===== src/rtl/mgmt_sram_arbiter.sv =====
// Single-port SRAM arbiter between the CPU DFFRAM port and a read-only housekeeping requester.
// MODE 0 gives the CPU priority with a starvation guard; MODE 1 alternates on conflict.
module mgmt_sram_arbiter #(
  parameter int unsigned AW         = 8,
  parameter int unsigned DW         = 32,
  parameter int unsigned NB         = DW / 8,
  parameter int unsigned MODE       = 0,
  parameter int unsigned STARVE_MAX = 4
) (
  input  logic          core_clk,
  input  logic          core_rstn,
  // CPU port
  input  logic          cpu_en,
  input  logic [NB-1:0] cpu_we,
  input  logic [AW-1:0] cpu_a,
  input  logic [DW-1:0] cpu_di,
  output logic [DW-1:0] cpu_do,
  output logic          cpu_stall,
  output logic          cpu_dv,
  // Housekeeping read-only port
  input  logic          ro_req,
  input  logic [AW-1:0] ro_addr,
  output logic          ro_gnt,
  output logic [DW-1:0] ro_data,
  output logic          ro_valid,
  // DFFRAM macro
  output logic          ram_en,
  output logic [NB-1:0] ram_we,
  output logic [AW-1:0] ram_a,
  output logic [DW-1:0] ram_di,
  input  logic [DW-1:0] ram_do
);

  // A zero-width counter is illegal, so STARVE_MAX=0 keeps one bit pinned at zero.
  localparam int unsigned SW = (STARVE_MAX > 0) ? $clog2(STARVE_MAX + 1) : 1;
  localparam logic [SW-1:0] StarveMax = SW'(STARVE_MAX);

  logic [SW-1:0] starve_q, starve_d;
  logic          last_q, last_d;
  logic          rd_cpu_q, rd_cpu_d;
  logic          rd_ro_q;
  logic [DW-1:0] ro_hold_q;
  logic          ro_wins;
  logic          cpu_gnt;

  // Grant decision depends only on registered state and request inputs, never on ram_do.
  always_comb begin
    ro_wins = 1'b0;
    if (MODE == 0) begin
      ro_wins = (starve_q == StarveMax);
    end else begin
      ro_wins = ~last_q;
    end
    ro_gnt    = ro_req && (ro_wins || !cpu_en);
    cpu_stall = cpu_en && ro_gnt;
    cpu_gnt   = cpu_en && !ro_gnt;
  end

  always_comb begin
    ram_en = cpu_gnt || ro_gnt;
    ram_we = '0;
    ram_a  = '0;
    ram_di = '0;
    if (ro_gnt) begin
      ram_a = ro_addr;
    end else if (cpu_gnt) begin
      ram_we = cpu_we;
      ram_a  = cpu_a;
      ram_di = cpu_di;
    end
  end

  always_comb begin
    starve_d = starve_q;
    if (!ro_req || ro_gnt) begin
      starve_d = '0;
    end else if (starve_q != StarveMax) begin
      starve_d = starve_q + SW'(1);
    end
    last_d = last_q;
    if (ro_gnt) begin
      last_d = 1'b1;
    end else if (cpu_gnt) begin
      last_d = 1'b0;
    end
    rd_cpu_d = cpu_gnt && (cpu_we == '0);
  end

  always_ff @(posedge core_clk or negedge core_rstn) begin
    if (!core_rstn) begin
      starve_q  <= '0;
      last_q    <= 1'b1;
      rd_cpu_q  <= 1'b0;
      rd_ro_q   <= 1'b0;
      ro_hold_q <= '0;
    end else begin
      starve_q <= starve_d;
      last_q   <= last_d;
      rd_cpu_q <= rd_cpu_d;
      rd_ro_q  <= ro_gnt;
      if (rd_ro_q) begin
        ro_hold_q <= ram_do;
      end
    end
  end

  // ro_data shows the fresh word during the ro_valid cycle, then holds it.
  always_comb begin
    cpu_do   = ram_do;
    cpu_dv   = rd_cpu_q;
    ro_valid = rd_ro_q;
    ro_data  = rd_ro_q ? ram_do : ro_hold_q;
  end

endmodule


===== config.mk =====
export PLATFORM = sky130hd
export DESIGN_NAME = mgmt_sram_arbiter
export DESIGN_NICKNAME = d
export VERILOG_FILES = /design/src/rtl/mgmt_sram_arbiter.sv
export SDC_FILE = /design/constraint.sdc
export NUM_CORES = 1
export LEC_CHECK = 0
export ABC_AREA = 1
export CORE_AREA = 2 2 95 74
export CTS_BUF_LIST = sky130_fd_sc_hd__clkbuf_2
export DETAILED_ROUTE_END_ITERATION = 8
export DIE_AREA = 0 0 97 76
export MAX_ROUTING_LAYER = met4
export PLACE_DENSITY = 0.89
export SYNTH_ARGS = -nofsm -noshare
export SYNTH_HDL_FRONTEND = slang
export SYNTH_SLANG_ARGS = --single-unit

===== constraint.sdc =====
create_clock -name core_clk -period 2.8 [get_ports core_clk]
set_input_delay 0.7 -clock core_clk [delete_from_list [all_inputs] [get_ports core_clk]]
set_output_delay 0.7 -clock core_clk [all_outputs]
set_load 0.02 [all_outputs]

# After elaboration in Yosys (flattened, before gate mapping)
# Index checks and enable logic that the tools add are counted.
[word_totals]
reg_bits = 37
latchBits = 0
ramBits = 0
mem_bits_ro = 0
out_inout_bits = 113
wordCells = 28
memories = 0
[classes]
addsub = 1
multipliers = 0
div = 0
n_lt_le_gt_ge = 0
eq_ne = 2
shift = 0
muxes = 9
bitwise = 0
reduce_logical = 12
[ops]
columns = ["op", "n"]
rows = [
  ["32-bit two-way mux", 3],
  ["8-bit two-way mux", 2],
  ["4-bit two-way mux", 2],
  ["3-bit two-way mux", 2],
  ["1-bit logical AND", 4],
  ["4-bit zero test", 1],
  ["3-bit by 1-bit adder with 3-bit output, second input constant", 1],
  ["3-bit equality test, second input constant", 1],
  ["1-bit zero test", 3],
  ["1-bit logical OR", 3],
  ["3-bit inequality test, second input constant", 1],
  ["2-bit nonzero test", 1],
]

# Depth between registers and ports, before layout
# Gate-level depths: netlist of the first run.
[logic_depth]
word_depth = 7
depth_mapped = 8
depth_no_buf = 8

# Least setup slack after synthesis of the first run
# No wires, ideal clock.
[synth_path]
path_type = "input port to output port"
from = "input port cpu_en"
to = "output port ram_di[10]"
arrival_ns = 1.399
t_required_ns = 2.100
setup_slack_ns = 0.701
path_stages = 5
n_path_buf = 1
cell_sequence = "nand2_4 nand2_4 nand2_4 buf_6 nor2_1"
[synth_via]
elab_chain_cells = 7
[synth_lines]
columns = ["item", "line", "source"]
rows = [
  ["from (decl)", "13", "input logic cpu_en,"],
  ["1-bit zero test", "54", "ro_gnt = ro_req && (ro_wins || !cpu_en);"],
  ["1-bit logical OR", "54", ""],
  ["1-bit logical AND", "54", ""],
  ["1-bit zero test", "56", "cpu_gnt = cpu_en && !ro_gnt;"],
  ["1-bit logical AND", "56", ""],
  ["32-bit two-way mux", "66", "end else if (cpu_gnt) begin"],
  ["32-bit two-way mux (*)", "64", "if (ro_gnt) begin"],
  ["to (decl)", "30", "output logic [DW-1:0] ram_di,"],
]
# Mark *: on every way between the ends. The rest lies on a longest branch, timed or not.

# Worst setup path in the final report of the first run
[layout_path]
from = "input port cpu_en"
to = "output port ram_a[6]"
[layout_via]
elab_chain_cells = 7
[layout_lines]
columns = ["item", "line", "source"]
rows = [
  ["1-bit zero test", "54", ""],
  ["1-bit logical OR", "54", ""],
  ["1-bit logical AND", "54", ""],
  ["1-bit zero test", "56", ""],
  ["1-bit logical AND", "56", ""],
  ["8-bit two-way mux", "66", ""],
  ["8-bit two-way mux (*)", "64", ""],
  ["to (decl)", "29", "output logic [AW-1:0] ram_a,"],
]
# Marks and branches as above.

==> reports/results.ini, run 1 <==
[layout]
drive_gt1_share_pct=20.0
nets=490
final_area_um2=3860
diodes=0
area_growth_pct=84.5

[route]
drt_iter0_markers=54
first_pass_iters=4
wl_um=6150
via_per_inst=4.22
vias=2045
drc_errors=0
drtAntennaViolNets=0
post_drt_wl_per_cell_um=12.7

[sta]
hold_violations=0
hold-worst-slack_ps=394
post-route-period-util_pct=97.4
clock_skew_ps=19.3
setup_viol=0
worstMarginPinSlew_ps=804
max_freq_mhz=367
period_needed_ps=2730
rsz0062_at_grt=no
relSlewSlack_pct=46.4
slew_violations=0

[clocking]
cts_tree=done
hold_buffers=0
postCtsSetupBuffers=0
post_cts_resized=48
clk_pin_slew_worst_paths_ps=190
cts_buffer_depth=2
cts_buffers=5
cts_root_buffer=clkbuf_2
cts_num_sinks=37
clk-insertion-delay-late_ps=360
h-tree-depth=2

[pwr]
leakage_nw=1.85
power_frac_comb_pct=45.8
pwr-share-seq_pct=39.5
p_int_mw=1.04
switching_share_pct=33.9
clkPwrFrac_pct=14.7
p_sw_uw=532
power_per_cell_area_nw_per_um2=406
p_total_mw=1.57
max-vdd-ir-drop_v=0.000202

[logic_synthesis]
synth_area_leaders=dfrtp_1, mux2_2, buf_4
yosysMostFrequentCell=inv_1
yosys.area.top_type=dfrtp_1
synth_edf_count=0
yosys.area_share.simple_pct=15.2
synthTopCellsByCount=inv_1, nor2_1, dfrtp_1
synthesis.area_um2=2090
syn-instance-count=226
async_reset_ff_share_pct=100
synth.area.mux_share_pct=17.2
synth_top_family_by_area=buffers and inverters
yosys.area_share.xor_xnor_pct=0.418
ys_warn_count=0
yosys.area_share.adder_pct=1.19
ys.flop_type=dfrtp_1
synth.net_count=316
ys_seq_area_share_pct=44.2
synth_compound_area_share_pct=0
synth_area_per_cell_um2=9.27
yosysUniqueCellTypes=16
ys_ff_latch=37
synth_top_area_share_pct=44.2

[place]
placed_area_um2=3970
dp_hpwl_um=5090
place.gp.congestion=0.770
io_buffer_count=200

[grt]
antenna_found_initial=0
grt_use_total_pct=17.0
grt_pass1_vias=2117
grt_pass1_wl_um=10100
overflow=0
grt_max_degree=38

[floorplan]
core-area_um2=6540
dieArea_um2=7370
initial_core_util_pct=32.0
io_pins=201
die_h_um=76
row_count=26
die_w_um=97

[worst_setup_path]
cp.arrival_ps=2030
worstPathMaxFanout=9
start_kind=primary input
crit_type=primary input to primary output
crit_required_ps=2100
setup.worst_path.end_class=primary output

[worst_hold_path]
hold_class=primary input to asynchronous set/reset pin

[status]
status=complete, no violations

[flow_run]
maxCapViolCount=0

[registers in the layout, summed over array words and instances, names as in the netlist]
name,flops
ro_valid,1
ro_hold_q,32
cpu_dv,1
starve_q,3
[metal layers]
metal	track usage (%)	vias to the layer above	routed length, um
met1	18.7	934	2330
met2	30.2	94	3320
met4	5.21	0	106
met3	4.68	10	399
met5	-	-	0
li1	-	1007	-
[per-stage QoR]
| stage | setup TNS, ps | instances | util (%) | setup WS (ps) |
|---|---|---|---|---|
| 6_report | 0 | 485 | 59.1 | 71.6 |
| 5_1_grt | 0 | 485 | 59.1 | 1.16 |
| 4_1_cts | 0 | 485 | 60.6 | 2.64 |
| 3_5_place_dp | -13090 | 477 | 60.7 | -360 |
| 3_3_place_gp | -11140 | 477 | 60.7 | -287 |
| 2_1_floorplan | 0 | 226 | - | 701 |
[worst max-delay path: stages]
cell and delay, ps:
clkdlybuf4s50_1 550, nand2_4 80, nand2_4 90, buf_4 160, nand3_1 70, nand2_1 60
dlygate4sd2_1 320
[power groups by stage]
stage	Combinational (mW)	Sequential [mW]	Clock, mW
floorplan	0.364	0.626	0
global placement	0.741	0.627	0
detailed placement	0.755	0.631	0
CTS	0.731	0.620	0.251
global route	0.763	0.627	0.295
finish	0.718	0.619	0.231
[cells by family after synthesis]
group	Yosys count
xor gates and xnor gates	1
DFF	37
and+or+nand+nor	72
muxes	32
buffers and inverters	82
adders and majority gates	2
[layout by cell type, fill, tap and decap left out, drive strengths merged]
cell           Yosys  final
clkdlybuf4s50      0    152
nand3             17     17
xnor2              1      1
dfrtp             37     37
nand2             13     13
clkinv             0      3
buf               39      9
mux2              32     32
dlygate4sd2        0      4
clkbuf             2     35
ha                 2      2
inv               41     41
clkdlybuf4s15      0     13
nand4              1      1
nor2              40     40
or2                1      1
[layout make-up]
| class | count | area, um2 |
|---|---|---|
| fillers | 579 | 2680 |
| flip-flops and latches | 37 | 926 |
| multi-input cells | 107 | 722 |
| inverters | 41 | 154 |
| clock inverters | 3 | 17.5 |
| repair buffers | 208 | 1910 |
| clock buffers | 5 | 25.0 |
| well taps | 84 | 105 |
[path summary, 6_finish.rpt]
| path | startpoint | to | slack [ps] | cells after the start |
|---|---|---|---|---|
| max | cpu_en | ram_a[6] | 70 | 7 |
| min | core_rstn | ro_hold_q[18] | 390 | 1 |
| max reg2reg | starve_q[0] | ro_valid | 1430 | 8 |
| min reg2reg | starve_q[0] | starve_q[0] | 480 | 1 |
| max in group asynchronous | core_rstn | starve_q[0] | 1880 | 1 |
| min in group core_clk | starve_q[0] | starve_q[0] | 480 | 1 |
No activity file was read; power rests on OpenSTA's default activity.
==> run 2: changes to the inputs <==
==> config.mk (replaced) <==
export PLATFORM = sky130hd
export DESIGN_NAME = mgmt_sram_arbiter
export DESIGN_NICKNAME = d
export VERILOG_FILES = /design/src/rtl/mgmt_sram_arbiter.sv
export SDC_FILE = /design/constraint.sdc
export NUM_CORES = 1
export LEC_CHECK = 0
export CORE_AREA = 2 2 96 75
export CTS_BUF_LIST = sky130_fd_sc_hd__clkbuf_2
export DETAILED_ROUTE_END_ITERATION = 8
export DIE_AREA = 0 0 98 77
export MAX_ROUTING_LAYER = met4
export PLACE_DENSITY = 0.87
export SLEW_MARGIN = 20
export SYNTH_ARGS = -nofsm -noshare
export SYNTH_HDL_FRONTEND = slang
export SYNTH_SLANG_ARGS = --single-unit
==> run 2 against run 1 <==
  * Die area rose by 2.4%
  * Combinational power barely moved
  * Count of clock-buffer cells in the layout is 1 higher
  * Critical path depth shrank 4
  * Synthesized area increased by 0.42%
  * Non-clock buffer count is 2 lower
  * Sequential power about the same
  * Maximum frequency rose by 1.2%
==> reports/results.ini, run 2 <==
[layout]
largest_reg_flops=32  ; unchanged
final_cell_mix=clkdlybuf4s50_1, dlygate4sd2_1, and3_1, dfrtp_1, mux2_2  ; was clkdlybuf4s50_1, inv_1, nor2_1, dfrtp_1, clkbuf_2
diodes=0  ; unchanged
drive_gt1_share_pct=14.1  ; was 20.0%
top_regs=ro_hold_q: 32 flops, starve_q: 3 flops  ; unchanged
area_growth_pct=88.4  ; was 84.5%
top_register=ro_hold_q  ; unchanged
nets=452  ; was 490
layout_commonest_cell=clkdlybuf4s50_1  ; unchanged

[pwr]
p_total_mw=1.57  ; about the same
power_per_cell_area_nw_per_um2=395  ; was 406 nW/um2
leakage_nw=1.84  ; was 1.85 nW
max-vdd-ir-drop_v=0.000145  ; was 0.000202 V

[sta]
slew_violations=0  ; unchanged
rsz0062_at_grt=no  ; unchanged
period_needed_ps=2700  ; was 2730 ps
relSlewSlack_pct=46.0  ; was 46.4%
max_freq_mhz=371  ; was 367 MHz
post-route-period-util_pct=96.3  ; was 97.4%
worstMarginPinSlew_ps=810  ; was 804 ps
setup_viol=0  ; unchanged
clock_skew_ps=24.6  ; was 19.3 ps
layout_setup_ws_ps=104  ; was 71.6 ps
hold_violations=0  ; unchanged

[worst_hold_path]
hold_class=primary input to asynchronous set/reset pin  ; unchanged

[worst_setup_path]
setup.worst_path.end_class=primary output  ; unchanged
r2r_setup_slack_ps=1520  ; was 1430 ps
cp.arrival_ps=2000  ; was 2030 ps
worstPathMaxFanout=2  ; was 9
crit_required_ps=2100  ; about the same
crit_type=primary input to primary output  ; unchanged
start_kind=primary input  ; unchanged

[logic_synthesis]
synth.net_count=284  ; was 316
yosys.area_share.adder_pct=1.19  ; about the same
synth_area_per_cell_um2=10.8  ; was 9.27 um2
async_reset_ff_share_pct=100  ; unchanged
synth_compound_area_share_pct=3.33  ; was 0%
synth_area_leaders=dfrtp_1, mux2_2, buf_4  ; unchanged
yosysUniqueCellTypes=23  ; was 16
yosys.area_share.simple_pct=18.1  ; was 15.2%
ys_warn_count=0  ; unchanged
yosysMostFrequentCell=and3_1  ; was inv_1
synthesis.area_um2=2100  ; was 2090 um2
yosys.area_share.xor_xnor_pct=0  ; was 0.418%
yosys.area.top_type=dfrtp_1  ; unchanged
syn-instance-count=194  ; was 226
ys.flop_type=dfrtp_1  ; unchanged
synth_edf_count=0  ; unchanged
synth_top_family_by_area=simple AND/OR/NAND/NOR gates  ; was buffers and inverters
synth_top_area_share_pct=44.0  ; was 44.2%
synthTopCellsByCount=and3_1, dfrtp_1, buf_4  ; was inv_1, nor2_1, dfrtp_1
ys_seq_area_share_pct=44.0  ; was 44.2%
synth.area.mux_share_pct=17.1  ; was 17.2%
ys_ff_latch=37  ; unchanged

[clocking]
cts_num_sinks=37  ; unchanged
cts_buffer_depth=2  ; unchanged
cts_buffers=5  ; unchanged
h-tree-depth=2  ; unchanged
clk-insertion-delay-late_ps=360  ; about the same
cts_tree=done  ; unchanged
clk_pin_slew_worst_paths_ps=190  ; about the same
cts_root_buffer=clkbuf_2  ; unchanged
hold_buffers=0  ; unchanged

[floorplan]
dieArea_um2=7550  ; was 7370 um2
row_count=26  ; unchanged
die_h_um=77  ; was 76 um
core-area_um2=6600  ; was 6540 um2
initial_core_util_pct=31.8  ; was 32.0%
io_pins=201  ; unchanged
die_w_um=98  ; was 97 um

[place]
dp_slack_ps=-300  ; was -360 ps
io_buffer_count=200  ; unchanged
place.gp.congestion=0.765  ; was 0.770
dp_hpwl_um=5640  ; was 5090 um

[grt]
grt_max_degree=38  ; unchanged
grt_use_total_pct=18.2  ; was 17.0%
antenna_found_initial=0  ; unchanged
grt_pass1_vias=2178  ; was 2117
grt_pass1_wl_um=10900  ; was 10100 um
overflow=0  ; unchanged

[route]
vias=2065  ; was 2045
post_drt_wl_per_cell_um=15.6  ; was 12.7 um
first_pass_iters=4  ; unchanged
drt_iter0_markers=49  ; was 54
drc_errors=0  ; unchanged
via_per_inst=4.63  ; was 4.22
drtAntennaViolNets=0  ; unchanged
wl_um=6980  ; was 6150 um

[status]
status=complete, no violations  ; unchanged

[flow_run]
maxCapViolCount=0  ; unchanged

[run 2: cell types whose count changed after synthesis, sizes merged, moves of 3 or more]
cell,before,now
o22ai,0,8
clkbuf,2,5
and3,0,38
nand2,13,18
inv,41,2
nor2,40,0
nand3,17,1
[run 2: where the power goes]
part	total [mW]	internal [mW]	switching (mW)
Clock	0.227	0.0628	0.165
Sequential	0.621	0.603	0.0181
Combinational	0.717	0.384	0.332
Total	1.57	1.05	0.515
[run 2: worst paths after layout]
check | start | to | cells past startpoint
max in group asynchronous | core_rstn | cpu_dv | 1
worst max-delay path | ram_do[4] | ro_data[4] | 3
worst min register to register | starve_q[0] | starve_q[0] | 1
worst max register to register | starve_q[0] | starve_q[2] | 4
min in group core_clk | starve_q[0] | starve_q[0] | 1
worst min-delay path | core_rstn | ro_hold_q[11] | 1
[run 2: stage by stage]
| stage | setup TNS [ps] | hold WS [ps] | area (um2) | instances | utilization (%) |
|---|---|---|---|---|---|
| 2_1_floorplan | 0 | 404 | 2100 | 194 | - |
| 3_3_place_gp | -10560 | 452 | 3940 | 437 | 59.6 |
| 3_5_place_dp | -12750 | 461 | 3940 | 437 | 59.6 |
| 4_1_cts | 0 | 394 | 3950 | 446 | 59.8 |
| 5_1_grt | 0 | 411 | 3960 | 446 | 60.0 |
| 6_report | 0 | 398 | 3960 | 446 | 60.0 |
[run 2: final cells by class]
| class | instances | area [um2] |
|---|---|---|
| inverter | 2 | 7.51 |
| sequential | 37 | 926 |
| tap | 84 | 105 |
| fill | 568 | 2640 |
| clock inverter | 1 | 8.76 |
| multi-input combinational | 110 | 876 |
| clock buffer | 6 | 30.0 |
| timing repair buffer | 206 | 2010 |
[run 2: layer usage]
metal	vias up	part of all wire, %	wire [um]	global-route usage (%)
met5	-	0	0	-
met4	0	0.80	56	4.58
met3	4	7.4	518	4.19
met2	116	55	3850	34.8
met1	967	37	2550	18.8
li1	978	-	-	-
[run 2: critical path: stages]
cell and delay, ps:
clkdlybuf4s50_1 420, mux2_1 320, clkdlybuf4s50_1 550
[run 2: repair_timing]
| action | CTS | global route |
|---|---|---|
| setup endpoints to repair | 47 | 8 |
| setup buffers | 1 | 0 |
| cloned | 1 | 0 |
| resized for setup | 52 | 2 |
[run 2: cells by family after synthesis]
logic type | count (synthesis)
multiplexers | 32
AND/OR/NAND/NOR | 65
buffers and inverters | 48
AO/OA/AOI/OAI | 10
flip-flops | 37
adder cells (fa/ha/maj) | 2
